`src/rtl/jx2_regid_pkg.sv`:
```
// Register-ID encodings, sequencer states and zero constants shared by the JX2 GPR file.
// Special IDs all have the MSB set; ZZR and IMM sit at the top of the ID space.
package jx2_regid_pkg;

  localparam logic [5:0] JX2_GR_PC  = 6'h20;
  localparam logic [5:0] JX2_GR_LR  = 6'h21;
  localparam logic [5:0] JX2_GR_SR  = 6'h22;
  localparam logic [5:0] JX2_GR_DLR = 6'h30;
  localparam logic [5:0] JX2_GR_DHR = 6'h31;
  localparam logic [5:0] JX2_GR_IMM = 6'h3E;
  localparam logic [5:0] JX2_GR_ZZR = 6'h3F;

  localparam logic [31:0] UV32_00 = 32'h0000_0000;
  localparam logic [32:0] UV33_00 = 33'h0_0000_0000;
  localparam logic [63:0] UV64_00 = 64'h0000_0000_0000_0000;

  typedef enum logic [0:0] {
    GPR_CLEAR = 1'b0,
    GPR_RUN   = 1'b1
  } gpr_state_e;

endpackage

```
`src/rtl/jx2_reg_fwd_mux.sv`:
```
// Per-read-port forwarding mux: overrides a base value with the youngest matching
// in-flight stage result and flags that a match occurred.
module jx2_reg_fwd_mux
  import jx2_regid_pkg::*;
#(
  parameter int WIDTH = 64,
  parameter int IDW   = 6,
  parameter int NFWD  = 3
) (
  input  logic                  fwd_en,
  input  logic [IDW-1:0]        id,
  input  logic [WIDTH-1:0]      base_val,
  input  logic [NFWD*IDW-1:0]   fwd_ids,
  input  logic [NFWD*WIDTH-1:0] fwd_vals,
  output logic [WIDTH-1:0]      val_out,
  output logic                  match
);

  localparam logic [IDW-1:0] ID_ZZR = {IDW{1'b1}};
  localparam logic [IDW-1:0] ID_IMM = {{(IDW-1){1'b1}}, 1'b0};

  // Oldest stage scanned first so a younger match overwrites it.
  always_comb begin
    val_out = base_val;
    match   = 1'b0;
    if (fwd_en && (id != ID_ZZR) && (id != ID_IMM)) begin
      for (int s = NFWD - 1; s >= 0; s--) begin
        if ((fwd_ids[s*IDW +: IDW] == id) && (fwd_ids[s*IDW +: IDW] != ID_ZZR)) begin
          match   = 1'b1;
          val_out = fwd_vals[s*WIDTH +: WIDTH];
        end
      end
    end
  end

endmodule

```
`src/rtl/jx2_reg_gpr_multi.sv`:
```
// Multi-port JX2 GPR file: combinational reads with forwarding, writeback from the
// oldest stage, a pending-write scoreboard and a post-reset array clear sequencer.
module jx2_reg_gpr_multi
  import jx2_regid_pkg::*;
#(
  parameter int WIDTH = 64,
  parameter int IDW   = 6,
  parameter int NREAD = 3,
  parameter int NFWD  = 3
) (
  input  logic                   clock,
  input  logic                   reset,
  input  logic                   hold,
  input  logic [NREAD*IDW-1:0]   regIdRd,
  output logic [NREAD*WIDTH-1:0] regValRd,
  output logic [NREAD-1:0]       regRdPend,
  input  logic [32:0]            regValImm,
  input  logic [NFWD*IDW-1:0]    regIdFwd,
  input  logic [NFWD*WIDTH-1:0]  regValFwd,
  input  logic                   regIssueValid,
  input  logic [IDW-1:0]         regIdIssue,
  output logic                   regBusy
);

  localparam int NGPR = 2 ** (IDW - 1);
  localparam logic [IDW-1:0] ID_IMM = {{(IDW-1){1'b1}}, 1'b0};
  localparam logic [IDW-2:0] PTR_LAST = {(IDW-1){1'b1}};

  gpr_state_e       state_q, state_d;
  logic [IDW-2:0]   ptr_q, ptr_d;
  logic [NGPR-1:0]  pend_q, pend_d;
  logic [WIDTH-1:0] arr_q [NGPR];

  logic             wr_en;
  logic [IDW-2:0]   wr_idx;
  logic [WIDTH-1:0] wr_data;

  logic [IDW-1:0]   wb_id;
  logic [WIDTH-1:0] wb_val;
  logic [WIDTH-1:0] imm_ext;
  logic             run;

  assign wb_id   = regIdFwd[(NFWD-1)*IDW +: IDW];
  assign wb_val  = regValFwd[(NFWD-1)*WIDTH +: WIDTH];
  assign imm_ext = {{(WIDTH-32){regValImm[32]}}, regValImm[31:0]};
  assign run     = (state_q == GPR_RUN);
  assign regBusy = (state_q == GPR_CLEAR);

  // Pending clear precedes issue set so a same-cycle issue of the written register stays pending.
  always_comb begin
    state_d = state_q;
    ptr_d   = ptr_q;
    pend_d  = pend_q;
    wr_en   = 1'b0;
    wr_idx  = ptr_q;
    wr_data = '0;
    case (state_q)
      GPR_CLEAR: begin
        wr_en = 1'b1;
        ptr_d = ptr_q + 1'b1;
        if (ptr_q == PTR_LAST) begin
          state_d = GPR_RUN;
        end
      end
      default: begin
        if (!hold) begin
          if (!wb_id[IDW-1]) begin
            wr_en          = 1'b1;
            wr_idx         = wb_id[IDW-2:0];
            wr_data        = wb_val;
            pend_d[wr_idx] = 1'b0;
          end
          if (regIssueValid && !regIdIssue[IDW-1]) begin
            pend_d[regIdIssue[IDW-2:0]] = 1'b1;
          end
        end
      end
    endcase
  end

  always_ff @(posedge clock) begin
    if (reset) begin
      state_q <= GPR_CLEAR;
      ptr_q   <= '0;
      pend_q  <= '0;
    end else begin
      state_q <= state_d;
      ptr_q   <= ptr_d;
      pend_q  <= pend_d;
    end
  end

  always_ff @(posedge clock) begin
    if (!reset && wr_en) begin
      arr_q[wr_idx] <= wr_data;
    end
  end

  for (genvar k = 0; k < NREAD; k++) begin : g_rd
    logic [IDW-1:0]   id_k;
    logic [WIDTH-1:0] base_k;
    logic [WIDTH-1:0] val_k;
    logic             match_k;

    assign id_k = regIdRd[k*IDW +: IDW];

    // Array contents are not trusted until the clear sequencer has finished.
    always_comb begin
      base_k = '0;
      if (!id_k[IDW-1]) begin
        if (run) begin
          base_k = arr_q[id_k[IDW-2:0]];
        end
      end else if (id_k == ID_IMM) begin
        base_k = imm_ext;
      end
    end

    jx2_reg_fwd_mux #(
      .WIDTH (WIDTH),
      .IDW   (IDW),
      .NFWD  (NFWD)
    ) u_fwd (
      .fwd_en   (run),
      .id       (id_k),
      .base_val (base_k),
      .fwd_ids  (regIdFwd),
      .fwd_vals (regValFwd),
      .val_out  (val_k),
      .match    (match_k)
    );

    assign regValRd[k*WIDTH +: WIDTH] = val_k;
    assign regRdPend[k] = run & ~id_k[IDW-1] & pend_q[id_k[IDW-2:0]] & ~match_k;
  end

endmodule

```
`config.mk`:
```
export PLATFORM = sky130hd
export DESIGN_NAME = jx2_reg_gpr_multi
export DESIGN_NICKNAME = d
export VERILOG_FILES = /design/src/rtl/jx2_regid_pkg.sv /design/src/rtl/jx2_reg_fwd_mux.sv /design/src/rtl/jx2_reg_gpr_multi.sv
export SDC_FILE = /design/constraint.sdc
export NUM_CORES = 2
export LEC_CHECK = 0
export BUFFER_PORTS_ARGS = -buffer_cell sky130_fd_sc_hd__buf_2
export CELL_PAD_IN_SITES_DETAIL_PLACEMENT = 1
export CELL_PAD_IN_SITES_GLOBAL_PLACEMENT = 1
export CORE_MARGIN = 1.5
export CORE_UTILIZATION = 32
export DETAILED_ROUTE_END_ITERATION = 10
export PLACE_DENSITY_LB_ADDON = 0.08
export RECOVER_POWER = 100
export SLEW_MARGIN = 20
export SYNTH_ARGS = -nofsm -noshare
export SYNTH_HDL_FRONTEND = slang
export SYNTH_HIERARCHICAL = 1
export SYNTH_SLANG_ARGS = --single-unit
```
`constraint.sdc`:
```
create_clock -name clock -period 13.74 [get_ports clock]
set_clock_uncertainty 0.1 [all_clocks]
set_input_delay 1.374 -clock clock [delete_from_list [all_inputs] [get_ports clock]]
set_output_delay 1.374 -clock clock [all_outputs]
set_load 0.05 [all_outputs]
```
==> flow_metrics.py <==
metrics = {
    "pwr": {
        "swShare": 0.2622,
        "p_leak_nw": 43.42,
        "p_switching_mw": 4.128,
        "seq_power_share": 0.442,
        "vdd.ir_drop.worst_uv": 97.01,
        "power_density_nw_per_um2": 112.2,
        "p_clk_frac": 0.449,
        "power_frac_comb": 0.109,
        "p_int_mw": 11.61,
    },
    "cts": {
        "clkSinkCount": 2086,
        "clk_pin_slew_ns": 0.06,
        "cts_hold_buffers": 0,
        "htreeDepth": 5,
        "ctsResizeCount": 0,
        "cts_tree": "done",
        "cts_buffers": 263,
        "ctsRootBufferMaster": "clkbuf_16",
        "clockBufferDepth": 4,
        "postCtsSetupBuffers": 0,
        "insertion_delay_ns": 0.93,
    },
    "worst_setup_path": {
        "crit_arrival_ns": 11.66,
        "r2r_end": "arr_q[15][31]$_DFFE_PP_",
        "cp-end-kind": "flop",
        "critPathLaunch": "regIdFwd[17]",
        "worst_path_max_delay_cell": "clkbuf_1",
        "crit_fanout": 82,
        "crit_type": "in -> reg",
        "crit_chain": "clkbuf_1, nor3b_1, buf_12, nand2_1, a21oi_1, nand2_1, nor2_1, clkbuf_1, clkbuf_1",
        "startpoint_type": "input port",
        "r2r-start": "run$_SDFF_PP0_",
        "path_common_cell": "clkbuf_1",
        "crit_path_max_incr_delay_ns": 2.95,
        "r2r_setup_slack_ns": 2.47,
        "worstRegToRegCells": 8,
        "worstPathRequired_ns": 14.02,
    },
    "sta": {
        "final_hold_viol_count": 0,
        "period_needed_ns": 11.38,
        "tns_ns": 0,
        "maxSlewHeadroom": -5.862,
        "max_freq_mhz": 87.87,
        "finalMaxSlewViolations": 4146,
        "setup_viol": 0,
        "final.period_utilization": 0.8282,
        "tightest_slew_ns": 10.29,
        "grt_setup_unrepaired": "false",
    },
    "cells_and_area": {
        "utilization": 0.3612,
        "final_cell_mix": "2048 x edfxtp_1, 1220 x mux4_2, 981 x mux2i_1",
        "area_growth_pct": 12.51,
        "drive_gt1_frac": 0.2819,
        "instances_no_fill": 13806,
        "layout_commonest_cell": "edfxtp_1",
        "final_nets": 8659,
    },
    "grt": {
        "grt_pass1_vias": 95164,
        "track_usage": 0.3303,
        "antenna_found_initial": 80,
        "overflow": 0,
        "grt_pass1_wl_mm": 882.1,
        "grt_start_max_net_pins": 99,
    },
    "worst_hold_path": {
        "min_from": "pend_q[9]$_SDFFE_PP0P_",
        "min_delay_path_depth": 2,
        "min_to": "pend_q[9]$_SDFFE_PP0P_",
        "hp-class": "reg -> reg",
    },
    "placed_design": {
        "gp_congestion": 0.8334,
        "dp_hpwl_mm": 391.1,
        "io_buffers": 466,
        "dp_cells": 13313,
    },
    "synth": {
        "synthesis.area_sq_um": 124700,
        "yosys.area.top_type": "edfxtp_1",
        "synthTopCellsByArea": "edfxtp_1 49%, mux4_2 22%, mux2i_1 7.9%",
        "synth-async-reset-ratio": 0,
        "synth_edf_count": 2048,
        "ys_seq_area_frac": 0.4991,
        "yosysWarningCount": 6,
        "syn_inst": 8188,
        "synth_nets": 8461,
        "ys.flop_type": "edfxtp_1",
        "avgSynthCellArea_sq_um": 15.23,
        "synth_top_area_share": 0.4930,
        "synth_seq_cells": 2086,
        "synth.distinct_cells": 65,
    },
    "route": {
        "final_antenna_net_count": 1,
        "drt_first_pass_iters": 6,
        "drcViolationCount": 0,
        "wl_per_cell_um": 48.25,
        "drtIter0Drc": 13798,
        "totalWireLength_mm": 666.1,
        "viasPerCell": 6.843,
        "num_vias": 94472,
    },
    "floorplan": {
        "start_util": 0.3210,
        "die_h_um": 627.3,
        "core_area_sq_um": 388500,
        "die_area_sq_um": 393600,
        "rows": 229,
        "io_pins": 467,
        "die_x_um": 627.3,
    },
    "status": {
        "status": "finished, violations left",
        "violations": "antenna rules, capacitance limit, slew limit",
    },
    "flow_run": {
        "maxCapViolations": 141,
    },
}
power groups by stage:
stage	logic (mW)	clock network [mW]	registers [mW]
floorplan	0.954	0	7.09
global placement	1.68	0	7.09
detailed placement	1.68	0	7.09
CTS	1.69	7.14	6.96
global route	1.74	7.35	6.97
finish	1.71	7.06	6.96
stage by stage:
| step | cell area, sq um | setup slack [ns] | power, mW | hold slack [ns] |
|---|---|---|---|---|
| 2_1_floorplan | 124700 | 8.012 | 8.039 | 0.3700 |
| 3_3_place_gp | 132700 | 5.328 | 8.769 | 0.3846 |
| 3_5_place_dp | 132700 | 5.362 | 8.776 | 0.3960 |
| 4_1_cts | 141200 | 5.362 | 15.79 | 0.4057 |
| 5_1_grt | 140300 | 2.675 | 16.05 | 0.4278 |
| 6_report | 140300 | 2.360 | 15.74 | 0.4050 |
kinds of logic after synthesis:
group	Yosys count	synth area share
adders and majority gates	2	0.0002006
buffers and inverters	1246	0.04794
DFF	2086	0.4991
muxes	2218	0.3005
and+or+nand+nor	735	0.03015
xor gates and xnor gates	48	0.003370
AOI/OAI and AO/OA	1853	0.1187
Yosys cell counts, types with 188 or more instances:
| cell type | count |
|---|---|
| buf_2 | 210 |
| clkbuf_1 | 428 |
| nand2_1 | 259 |
| a21oi_1 | 300 |
| edfxtp_1 | 2048 |
| mux4_2 | 1220 |
| mux2i_1 | 981 |
| a211oi_1 | 198 |
| nor4_1 | 188 |
| o2111ai_1 | 195 |
| inv_1 | 384 |
| a22oi_1 | 273 |
worst max-delay path, delay by kind of cell:
kind	cells	cell delay, ns
AOI/OAI and AO/OA	1	0.28
and+or+nand+nor	4	3.37
buffers and inverters	4	6.46
metal layers:
layer / GRT usage / part of all wire / vias to the layer above
li1: - / - / 35292
met1: 0.4525 / 0.41 / 51650
met2: 0.5048 / 0.44 / 6170
met3: 0.08114 / 0.10 / 1328
met4: 0.1251 / 0.045 / 32
met5: 0 / 0.00071 / -
area by class of cell:
cell class	instances	area (sq um)
fill	39446	248200
sequential	2086	62260
multi-input combinational	4856	56890
clock buffer	317	7061
tap	5197	6502
timing repair buffer	791	4717
inverter	388	1456
clock inverter	141	1383
antenna	30	75.07
flip-flops by register name, indices dropped and copies added, names as in the netlist:
name,flops
run,1
pend_q,32
arr_q,2048
ptr_q,5
how the worst max path moves through the flow:
stage / end / slack [ns] / cells past startpoint
6_report: arr_q[15][31]$_DFFE_PP_ / 2.36 / 9
5_1_grt: arr_q[15][27]$_DFFE_PP_ / 2.67 / 9
4_1_cts: regValRd[75] / 5.36 / 12
3_5_place_dp: regValRd[75] / 5.36 / 12
3_3_place_gp: regValRd[75] / 5.33 / 12
2_1_floorplan: arr_q[16][0]$_DFFE_PP_ / 8.01 / 5
Power figures use the tool's default switching activity.
